### src/rtl/subtractor32_if.sv
// Operand/result bundle for the subtractor32 subtract/compare datapath element.
// The master side drives the operands with their valid qualifier and observes the
// registered result and flags; the slave side is the subtractor itself.
interface subtractor32_if;
  logic        in_valid;
  logic [31:0] A;
  logic [31:0] B;
  logic        out_valid;
  logic [31:0] Result;
  logic        Cout;
  logic        Ovf;
  logic        Neg;
  logic        Zero;

  modport master (
    output in_valid, A, B,
    input  out_valid, Result, Cout, Ovf, Neg, Zero
  );

  modport slave (
    input  in_valid, A, B,
    output out_valid, Result, Cout, Ovf, Neg, Zero
  );
endinterface

### src/rtl/subtractor32.sv
// subtractor32: registered 32-bit two's-complement subtractor, Result = A - B,
// formed as A + ~B + 1 with a ripple of CLA_BLOCK-wide carry-lookahead groups.
// Flags: Cout (1 = no borrow), Ovf (signed overflow), Neg, Zero.
// Optional macro SUBTRACTOR32_PIPE_EN: splits the adder into two stages (low half,
// then high half plus flags) for latency 2 at full throughput; results are identical.
// Result and flags hold their last value on idle cycles.
module subtractor32 #(
  parameter int CLA_BLOCK = 4
) (
  input  logic           clk,
  input  logic           rst_n,
  subtractor32_if.slave  bus
);

  localparam int HALF_W      = 16;
  localparam int GROUPS_HALF = HALF_W / CLA_BLOCK;

  if (CLA_BLOCK != 4 && CLA_BLOCK != 8) begin : g_bad_cla
    $error("subtractor32: CLA_BLOCK must be 4 or 8");
  end

  // One lookahead group: every internal carry is a flat sum of generate/propagate
  // products back to the group carry-in, so carries inside a group do not ripple.
  function automatic logic [CLA_BLOCK:0] cla_group(
    input logic [CLA_BLOCK-1:0] a,
    input logic [CLA_BLOCK-1:0] b,
    input logic                 cin
  );
    logic [CLA_BLOCK-1:0] g;
    logic [CLA_BLOCK-1:0] p;
    logic [CLA_BLOCK-1:0] s;
    logic [CLA_BLOCK:0]   c;
    logic                 term;
    g    = a & b;
    p    = a ^ b;
    c    = '0;
    c[0] = cin;
    for (int i = 0; i < CLA_BLOCK; i++) begin
      term = cin;
      for (int m = 0; m <= i; m++) term = term & p[m];
      c[i+1] = term;
      for (int k = 0; k <= i; k++) begin
        term = g[k];
        for (int m = k + 1; m <= i; m++) term = term & p[m];
        c[i+1] = c[i+1] | term;
      end
    end
    s = p ^ c[CLA_BLOCK-1:0];
    return {c[CLA_BLOCK], s};
  endfunction

  // 16-bit adder built from lookahead groups with the group carries rippling.
  function automatic logic [HALF_W:0] add_half(
    input logic [HALF_W-1:0] a,
    input logic [HALF_W-1:0] b,
    input logic              cin
  );
    logic [HALF_W-1:0]  s;
    logic               carry;
    logic [CLA_BLOCK:0] grp;
    s     = '0;
    carry = cin;
    for (int gi = 0; gi < GROUPS_HALF; gi++) begin
      grp = cla_group(a[gi*CLA_BLOCK +: CLA_BLOCK], b[gi*CLA_BLOCK +: CLA_BLOCK], carry);
      s[gi*CLA_BLOCK +: CLA_BLOCK] = grp[CLA_BLOCK-1:0];
      carry = grp[CLA_BLOCK];
    end
    return {carry, s};
  endfunction

  // Signed overflow of A - B: operand signs differ and the result sign left A's.
  function automatic logic ovf_f(
    input logic a_msb,
    input logic b_msb,
    input logic r_msb
  );
    return (a_msb != b_msb) && (r_msb != a_msb);
  endfunction

  logic        out_valid_d, out_valid_q;
  logic [31:0] result_d, result_q;
  logic        cout_d, cout_q;
  logic        ovf_d, ovf_q;
  logic        neg_d, neg_q;
  logic        zero_d, zero_q;

`ifdef SUBTRACTOR32_PIPE_EN
  logic              vld_p1_d, vld_p1_q;
  logic [HALF_W-1:0] lo_p1_d, lo_p1_q;
  logic              c16_p1_d, c16_p1_q;
  logic [HALF_W-1:0] a_hi_p1_d, a_hi_p1_q;
  logic [HALF_W-1:0] b_hi_p1_d, b_hi_p1_q;
  logic [HALF_W:0]   lo_sum;
  logic [HALF_W:0]   hi_sum;
  logic [31:0]       full_res;

  // Stage 1 next-state: low half of A + ~B + 1, carry into bit 16, upper operands.
  always_comb begin
    lo_sum    = add_half(bus.A[HALF_W-1:0], ~bus.B[HALF_W-1:0], 1'b1);
    vld_p1_d  = bus.in_valid;
    lo_p1_d   = lo_p1_q;
    c16_p1_d  = c16_p1_q;
    a_hi_p1_d = a_hi_p1_q;
    b_hi_p1_d = b_hi_p1_q;
    if (bus.in_valid) begin
      lo_p1_d   = lo_sum[HALF_W-1:0];
      c16_p1_d  = lo_sum[HALF_W];
      a_hi_p1_d = bus.A[31:HALF_W];
      b_hi_p1_d = bus.B[31:HALF_W];
    end
  end

  // ---- stage 1 / stage 2 boundary ----
  // Stage 1 register: reset discards any operation in flight.
  always_ff @(posedge clk or negedge rst_n) begin
    if (!rst_n) begin
      vld_p1_q  <= 1'b0;
      lo_p1_q   <= '0;
      c16_p1_q  <= 1'b0;
      a_hi_p1_q <= '0;
      b_hi_p1_q <= '0;
    end else begin
      vld_p1_q  <= vld_p1_d;
      lo_p1_q   <= lo_p1_d;
      c16_p1_q  <= c16_p1_d;
      a_hi_p1_q <= a_hi_p1_d;
      b_hi_p1_q <= b_hi_p1_d;
    end
  end

  // Stage 2 next-state: high half and all flags; hold outputs when stage 1 is empty.
  always_comb begin
    hi_sum      = add_half(a_hi_p1_q, ~b_hi_p1_q, c16_p1_q);
    full_res    = {hi_sum[HALF_W-1:0], lo_p1_q};
    out_valid_d = vld_p1_q;
    result_d    = result_q;
    cout_d      = cout_q;
    ovf_d       = ovf_q;
    neg_d       = neg_q;
    zero_d      = zero_q;
    if (vld_p1_q) begin
      result_d = full_res;
      cout_d   = hi_sum[HALF_W];
      ovf_d    = ovf_f(a_hi_p1_q[HALF_W-1], b_hi_p1_q[HALF_W-1], full_res[31]);
      neg_d    = full_res[31];
      zero_d   = (full_res == 32'h0);
    end
  end
`else
  logic [HALF_W:0] lo_sum;
  logic [HALF_W:0] hi_sum;
  logic [31:0]     full_res;

  // Single-stage next-state: full 32-bit subtract and flags; hold outputs when idle.
  always_comb begin
    lo_sum      = add_half(bus.A[HALF_W-1:0], ~bus.B[HALF_W-1:0], 1'b1);
    hi_sum      = add_half(bus.A[31:HALF_W], ~bus.B[31:HALF_W], lo_sum[HALF_W]);
    full_res    = {hi_sum[HALF_W-1:0], lo_sum[HALF_W-1:0]};
    out_valid_d = bus.in_valid;
    result_d    = result_q;
    cout_d      = cout_q;
    ovf_d       = ovf_q;
    neg_d       = neg_q;
    zero_d      = zero_q;
    if (bus.in_valid) begin
      result_d = full_res;
      cout_d   = hi_sum[HALF_W];
      ovf_d    = ovf_f(bus.A[31], bus.B[31], full_res[31]);
      neg_d    = full_res[31];
      zero_d   = (full_res == 32'h0);
    end
  end
`endif

  // ---- output register boundary ----
  // Output register: reset clears the valid and every result/flag bit.
  always_ff @(posedge clk or negedge rst_n) begin
    if (!rst_n) begin
      out_valid_q <= 1'b0;
      result_q    <= '0;
      cout_q      <= 1'b0;
      ovf_q       <= 1'b0;
      neg_q       <= 1'b0;
      zero_q      <= 1'b0;
    end else begin
      out_valid_q <= out_valid_d;
      result_q    <= result_d;
      cout_q      <= cout_d;
      ovf_q       <= ovf_d;
      neg_q       <= neg_d;
      zero_q      <= zero_d;
    end
  end

  assign bus.out_valid = out_valid_q;
  assign bus.Result    = result_q;
  assign bus.Cout      = cout_q;
  assign bus.Ovf       = ovf_q;
  assign bus.Neg       = neg_q;
  assign bus.Zero      = zero_q;

endmodule

### src/flat_wrapper.sv
// flat-port wrapper written by rule: the top's interface ports become plain ports
module subtractor32_flat 
#(
  parameter int CLA_BLOCK = 4
)
  (clk, rst_n, bus_in_valid, bus_A, bus_B, bus_out_valid, bus_Result, bus_Cout, bus_Ovf, bus_Neg, bus_Zero);
  subtractor32_if bus_i ();
  input  logic clk;
  input  logic rst_n;
  input wire logic [$bits(bus_i.in_valid)-1:0] bus_in_valid;
  input wire logic [$bits(bus_i.A)-1:0] bus_A;
  input wire logic [$bits(bus_i.B)-1:0] bus_B;
  output wire logic [$bits(bus_i.out_valid)-1:0] bus_out_valid;
  output wire logic [$bits(bus_i.Result)-1:0] bus_Result;
  output wire logic [$bits(bus_i.Cout)-1:0] bus_Cout;
  output wire logic [$bits(bus_i.Ovf)-1:0] bus_Ovf;
  output wire logic [$bits(bus_i.Neg)-1:0] bus_Neg;
  output wire logic [$bits(bus_i.Zero)-1:0] bus_Zero;
  assign bus_i.in_valid = bus_in_valid;
  assign bus_i.A = bus_A;
  assign bus_i.B = bus_B;
  assign bus_out_valid = bus_i.out_valid;
  assign bus_Result = bus_i.Result;
  assign bus_Cout = bus_i.Cout;
  assign bus_Ovf = bus_i.Ovf;
  assign bus_Neg = bus_i.Neg;
  assign bus_Zero = bus_i.Zero;
  subtractor32 #(.CLA_BLOCK(CLA_BLOCK)) u_core (.clk(clk), .rst_n(rst_n), .bus(bus_i));
endmodule
### config.mk
export PLATFORM = sky130hd
export DESIGN_NAME = subtractor32_flat
export DESIGN_NICKNAME = d
export VERILOG_FILES = /design/src/rtl/subtractor32_if.sv /design/src/rtl/subtractor32.sv /design/src/flat_wrapper.sv
export SDC_FILE = /design/constraint.sdc
export NUM_CORES = 1
export LEC_CHECK = 0
export ABC_AREA = 1
export CAP_MARGIN = 20
export CORE_ASPECT_RATIO = 2
export CORE_MARGIN = 5
export CORE_UTILIZATION = 30
export DETAILED_ROUTE_END_ITERATION = 12
export DONT_BUFFER_PORTS = 1
export GPL_TIMING_DRIVEN = 0
export PLACE_DENSITY_LB_ADDON = 0.08
export SYNTH_ARGS = -nofsm -noshare
export SYNTH_HDL_FRONTEND = slang
export SYNTH_SLANG_ARGS = --single-unit
### constraint.sdc
create_clock -name clk -period 1.07 [get_ports clk]
set_input_delay 0.214 -clock clk [delete_from_list [all_inputs] [get_ports clk]]
set_output_delay 0.214 -clock clk [all_outputs]
set_load 0.02 [all_outputs]
**Yosys cells after proc, flatten, opt, wreduce, memory -nomap -nowiden**

Cells that the tools add are included.

- Bitwise logic cells: 185
- Eq/ne operators: 2
- Reduce and logical (&&, ||, !) cells: 2

Operator list:

| kind | count |
|---|---|
| $or 1x1->1 | 80 |
| $and 1x1->1 | 79 |
| $xor 4x4->4 | 16 |
| $and 4x4->4 | 8 |
| $logic_not 32->1 | 1 |
| $not 16->16 | 2 |
| $ne 1x1->1 | 2 |
| $logic_and 1x1->1 | 1 |

- Input bits: 67
- Register bits: 37
- Word-level logic and storage cells: 195

**Depth between registers and ports, before layout**

- Word-level depth: 66
- Depth in mapped cells: 61

**Worst setup path after synthesis**

OpenSTA, ideal clock, no wires.

- Path type: input to register
- Start: input port bus_B[1]
- End: register u_core.zero_q (netlist: u_core.bus.Zero)
- Data arrival time: 6034 ps
- Required time: 953 ps
- Setup slack: -5081 ps
- Cell stages on the path: 60
- Path through: inv_1 -> ha_1 -> nand2_1 -> nand3_1 -> nand2_1 -> nand2_1 -> a21oi_1 -> inv_1 -> ha_1 -> nand2_1 -> nand3_2 -> nand2_4 -> nand2_1 -> a21oi_1 -> inv_1 -> ha_1 -> nand3_1 -> nand4_1 -> [... 24 more ...] -> inv_1 -> ha_1 -> nand2_1 -> nand3_1 -> nand2_1 -> nand2_1 -> a21oi_1 -> fa_1 -> nand2_1 -> nor2_1 -> nand2_1 -> nor2_1 -> nand2_1 -> nor2_1 -> nand2_1 -> nor2_2 -> nand3_1 -> nand2_1

- Cells in the longest elaborated chain, start to end: 65
- Elaborated cells on any way between the ends: 122

RTL lines:

| what | line | RTL |
|---|---|---|
| start: declaration | flat_wrapper.sv:12 | `input wire logic [$bits(bus_i.B)-1:0] bus_B;` |
| $not 16->16 (*) | subtractor32.sv:156 | `lo_sum = add_half(bus.A[HALF_W-1:0], ~bus.B[HALF_W-1:0], 1'b1);` |
| $xor 4x4->4 | subtractor32.sv:35 | `p = a ^ b;` |
| $and 1x1->1 (on tied branches) (3 in a row) | subtractor32.sv:40, subtractor32.sv:44 |  |
| $or 1x1->1 (4 in a row) | subtractor32.sv:45 | `c[i+1] = c[i+1] \| term;` |
| $and 1x1->1 (4 in a row) | subtractor32.sv:40 | `for (int m = 0; m <= i; m++) term = term & p[m];` |
| $or 1x1->1 (4 in a row) | subtractor32.sv:45 |  |
| $and 1x1->1 (4 in a row) | subtractor32.sv:40 |  |
| $or 1x1->1 (4 in a row) | subtractor32.sv:45 |  |
| [... 16 more ...] | -- |  |
| $and 1x1->1 (4 in a row) | subtractor32.sv:40 |  |
| $or 1x1->1 (4 in a row) | subtractor32.sv:45 |  |
| $and 1x1->1 (4 in a row) | subtractor32.sv:40 |  |
| $or 1x1->1 (4 in a row) | subtractor32.sv:45 |  |
| $and 1x1->1 (3 in a row) | subtractor32.sv:40 |  |
| $or 1x1->1 (3 in a row) | subtractor32.sv:45 |  |
| $xor 4x4->4 | subtractor32.sv:48 | `s = p ^ c[CLA_BLOCK-1:0];` |
| $logic_not 32->1 (*) | subtractor32.sv:170 | `zero_d = (full_res == 32'h0);` |
| end signal: assignment | subtractor32.sv:191 | `zero_q <= zero_d;` |
| end: declaration | subtractor32.sv:85 | `logic zero_d, zero_q;` |

Mark *: on every way between the ends. The rest lies on a longest branch, timed or not.
A chain may end at the register's enable or synchronous reset.

**Final worst setup path**

- Start: input port bus_A[1]
- End: register u_core.zero_q (netlist: u_core.bus.Zero)

- Cells in the longest elaborated chain, start to end: 64
- Elaborated cells on any way between the ends: 121

RTL lines:

| what | line | RTL |
|---|---|---|
| start: declaration | flat_wrapper.sv:11 | `input wire logic [$bits(bus_i.A)-1:0] bus_A;` |
| $xor 4x4->4 | subtractor32.sv:35 |  |
| $and 1x1->1 (on tied branches) (3 in a row) | subtractor32.sv:40, subtractor32.sv:44 |  |
| $or 1x1->1 (4 in a row) | subtractor32.sv:45 |  |
| $and 1x1->1 (4 in a row) | subtractor32.sv:40 |  |
| $or 1x1->1 (4 in a row) | subtractor32.sv:45 |  |
| $and 1x1->1 (4 in a row) | subtractor32.sv:40 |  |
| $or 1x1->1 (4 in a row) | subtractor32.sv:45 |  |
| $and 1x1->1 (4 in a row) | subtractor32.sv:40 |  |
| [... 12 more ...] | -- |  |
| $and 1x1->1 (4 in a row) | subtractor32.sv:40 |  |
| $or 1x1->1 (4 in a row) | subtractor32.sv:45 |  |
| $and 1x1->1 (4 in a row) | subtractor32.sv:40 |  |
| $or 1x1->1 (4 in a row) | subtractor32.sv:45 |  |
| $and 1x1->1 (3 in a row) | subtractor32.sv:40 |  |
| $or 1x1->1 (3 in a row) | subtractor32.sv:45 |  |
| $xor 4x4->4 | subtractor32.sv:48 |  |
| $logic_not 32->1 (*) | subtractor32.sv:170 |  |

Marks and branches as above.

==> metrics <==
status=finished with violations; failing checks=negative hold slack, negative setup slack; Fill cells=956; CP dominant cell by count=nand2_2; width of the die=roughly 79 um; met2 Resource Use GR=about a third; Crit Path Max Fanout=3; final setup fails=33; drt pass-1 iters=4; Hold Slack=-0.377 ns; grt met1 use=between 10% and 20%; Max-Cap Viols=0; Worst Path Buf+Inv=16; Max VDD drop=~0.0005 V; largest net degree at the start of global routing=37; CP startpoint kind=input pin; register bit total from synthesis=36; placed cell area=slightly above 3000 um^2; GP Congestion=between 0.7 and 0.8; Final Util=between 40% and 50%; initial antenna violation count=0; top-area cell type share of the netlist area=between 30% and 40%; Final ANT Viol Nets=0; Worst-Skew Late Latency=0.28 ns; die height=around 150 um; layout cell share with drive strength beyond 1=around 40%; Final WS setup=-4.61 ns; GRT Overall Usage=17.5%; final wirelength=approximately 9000 um; CP arrival=around 5.9 ns; cell count after synthesis=389; first-pass GRT wire length=around 16000 um; Top Usage Layer GRT=met2; Iteration-0 DRC Markers=between 50 and 60; CTS tree=built; cell taking the most area after synthesis=dfrtp_1; min cycle time layout=5.68 ns; Largest stage delay, worst path=about 0.24 ns; Setup crit end kind=flop; CP top delay family=simple AND/OR/NAND/NOR gates; M3 GR Usage=between 3 and 4%; Clock Tree Buf Depth=2; largest cells by area after synthesis=dfrtp_1, ha_1, nand2_1; slowest stage cell, crit path=ha_4; Lkg Pwr=around 0.0022 uW; Residual DRC=0; Rel. slew slack=between 50% and 60%; synthesized cell area=roughly 2900 um^2; via/cell ratio=about 4.7; f_max=between 150 and 200 MHz; Avg Inst Size Synth=roughly 7.4 um^2; hold buffers post-CTS=1; reg2reg start=u_core.bus.Result[18]; Setup Skew=0 ns; Pins Over Slew Limit=0; core area=between 9000 and 10000 um^2; Hold Path Class=in -> async; Critical Path RT=between 1 and 1.5 ns; RSZ-0062 raised after global routing=yes; r2r setup slk=approximately 0.27 ns; wire length per cell=between 15 and 20 um; clk root buf=clkbuf_16; vias in the first global route=between 3000 and 4000; CTS clk-pin slew, worst paths=about 0.060 ns; Slew @ Worst Pin=0.643 ns; Sink Count=36; Distinct cells, synth=23; dpl hpwl=between 6000 and 7000 um; fin area=4150 um^2; number of port buffers=0; GRT overflow=0; Reg-to-Reg End=u_core.bus.Result[18]; syn nets=around 500; # H-tree levels=2; Vias=roughly 2700; Tcrit/Tclk final=531%; WS Path Type=in -> reg; io pins=between 100 and 150; Ant. Diodes=0; nets=586; Cell Pwr Density=between 1000 and 1500 nW/um^2; Reg2Reg Depth=2; Yosys Warn Count=0; post-synthesis sequential area ratio=between 30 and 40%; Final Hold Viols=36; area delta synth->final=44.3%; Initial Util=30.7%; Num CTS Buffers=5; row count=50; die area=11800 um^2
==> worst register-to-register path: stages, from the launching register on <==
cell     delay, ns
dfrtp_1       0.48
nor2_1        0.07
a31oi_1       0.17
==> synth_stat cells, drive strengths merged <==
cell type / instances
buf: 6
nor2: 22
o31ai: 1
inv: 86
o21ai: 26
nand3: 15
nand3b: 5
xnor2: 1
nand4: 9
fa: 7
clkbuf: 2
a21oi: 7
a31oi: 4
ha: 40
dfrtp: 36
xor2: 4
nand2: 118
==> per-layer routing <==
metal	wire length (um)	vias up
met2	5360	73
met1	3070	1281
met5	0	-
met4	292	0
li1	-	1359
met3	434	21
==> flip-flops by register name, summed over array words and instances, names as in the netlist <==
| register | cells |
|---|---|
| u_core.bus.Zero | 1 |
| u_core.bus.Result | 31 |
| u_core.bus.Cout | 1 |
| u_core.bus.Neg | 1 |
| u_core.bus.out_valid | 1 |
| u_core.bus.Ovf | 1 |
==> cells by family (layout without fill, tap and decap cells) <==
group,Yosys count,after routing,synth area share [%]
and+or+nand+nor,169,169,25.4
xor gates and xnor gates,5,5,1.52
DFF,36,36,31.3
adders and majority gates,47,47,22.3
buffers and inverters,94,178,12.6
AOI/OAI and AO/OA,38,38,6.87
==> repair_timing <==
item	CTS	global route
endpoints found under the setup margin	32	33
setup buffers	107	19
hold endpoints to repair	37	36
pin swaps	41	27
gates resized for setup	70	43
==> per-stage QoR <==
step / total power, uW / setup slack [ns] / TNS (ns) / cells
3_3_place_gp: 3250 / -5.42 / -92.72 / 493
6_report: 5480 / -4.61 / -80.78 / 577
5_1_grt: 5900 / -5.07 / -89.71 / 577
4_1_cts: 5540 / -4.51 / -83.09 / 605
2_1_floorplan: 2910 / -4.67 / -80.27 / 389
3_5_place_dp: 3280 / -5.44 / -93.77 / 493
==> worst max-delay path by stage <==
stage               slack [ns]     start         endpoint  cells after the start
floorplan                -4.67  bus_A[1]  u_core.bus.Zero                     59
global placement         -5.42  bus_A[0]  u_core.bus.Zero                     59
detailed placement       -5.44  bus_A[0]  u_core.bus.Zero                     59
CTS                      -4.51  bus_B[1]  u_core.bus.Zero                     52
global route             -5.07  bus_A[0]  u_core.bus.Zero                     59
finish                   -4.61  bus_A[1]  u_core.bus.Zero                     61
==> area by class of cell <==
type                            instances  area, um^2  area share [%]
Multi-Input combinational cell        259        1940            46.8
Timing Repair Buffer                   76         646            15.6
Sequential cell                        36         902            21.7
Clock buffer                            6         139            3.35
Inverter                               86         338            8.14
Clock inverter                          2        10.0           0.241
Buffer                                  8        42.5            1.02
Tap cell                              104         130            3.13
==> power breakdown <==
part | internal (uW) | switching, uW | total, uW
clock | 917 | 560 | 1480
sequential | 1580 | 470 | 2050
combinational | 981 | 975 | 1960
total | 3480 | 2000 | 5480
==> placed cells by master, fill, tap and decap left out, types with 3 or more instances in the layout <==
master     count
inv_1         80
o21ai_1       14
nand3_2        9
a21oi_4        3
nand2_1       76
nand2_2       36
nand4_1        9
a21oi_2        4
nor2_2         5
o21ai_2        9
ha_2           6
nand3_1        5
ha_4           3
o21ai_0        3
clkbuf_16      5
buf_6         17
nand3b_1       5
fa_2           5
ha_1          31
buf_4         58
nand2_4        6
buf_2          4
a31oi_1        4
inv_2          4
dfrtp_1       35
nor2_1        17
Note: power is estimated with default switching activity, not from simulation.
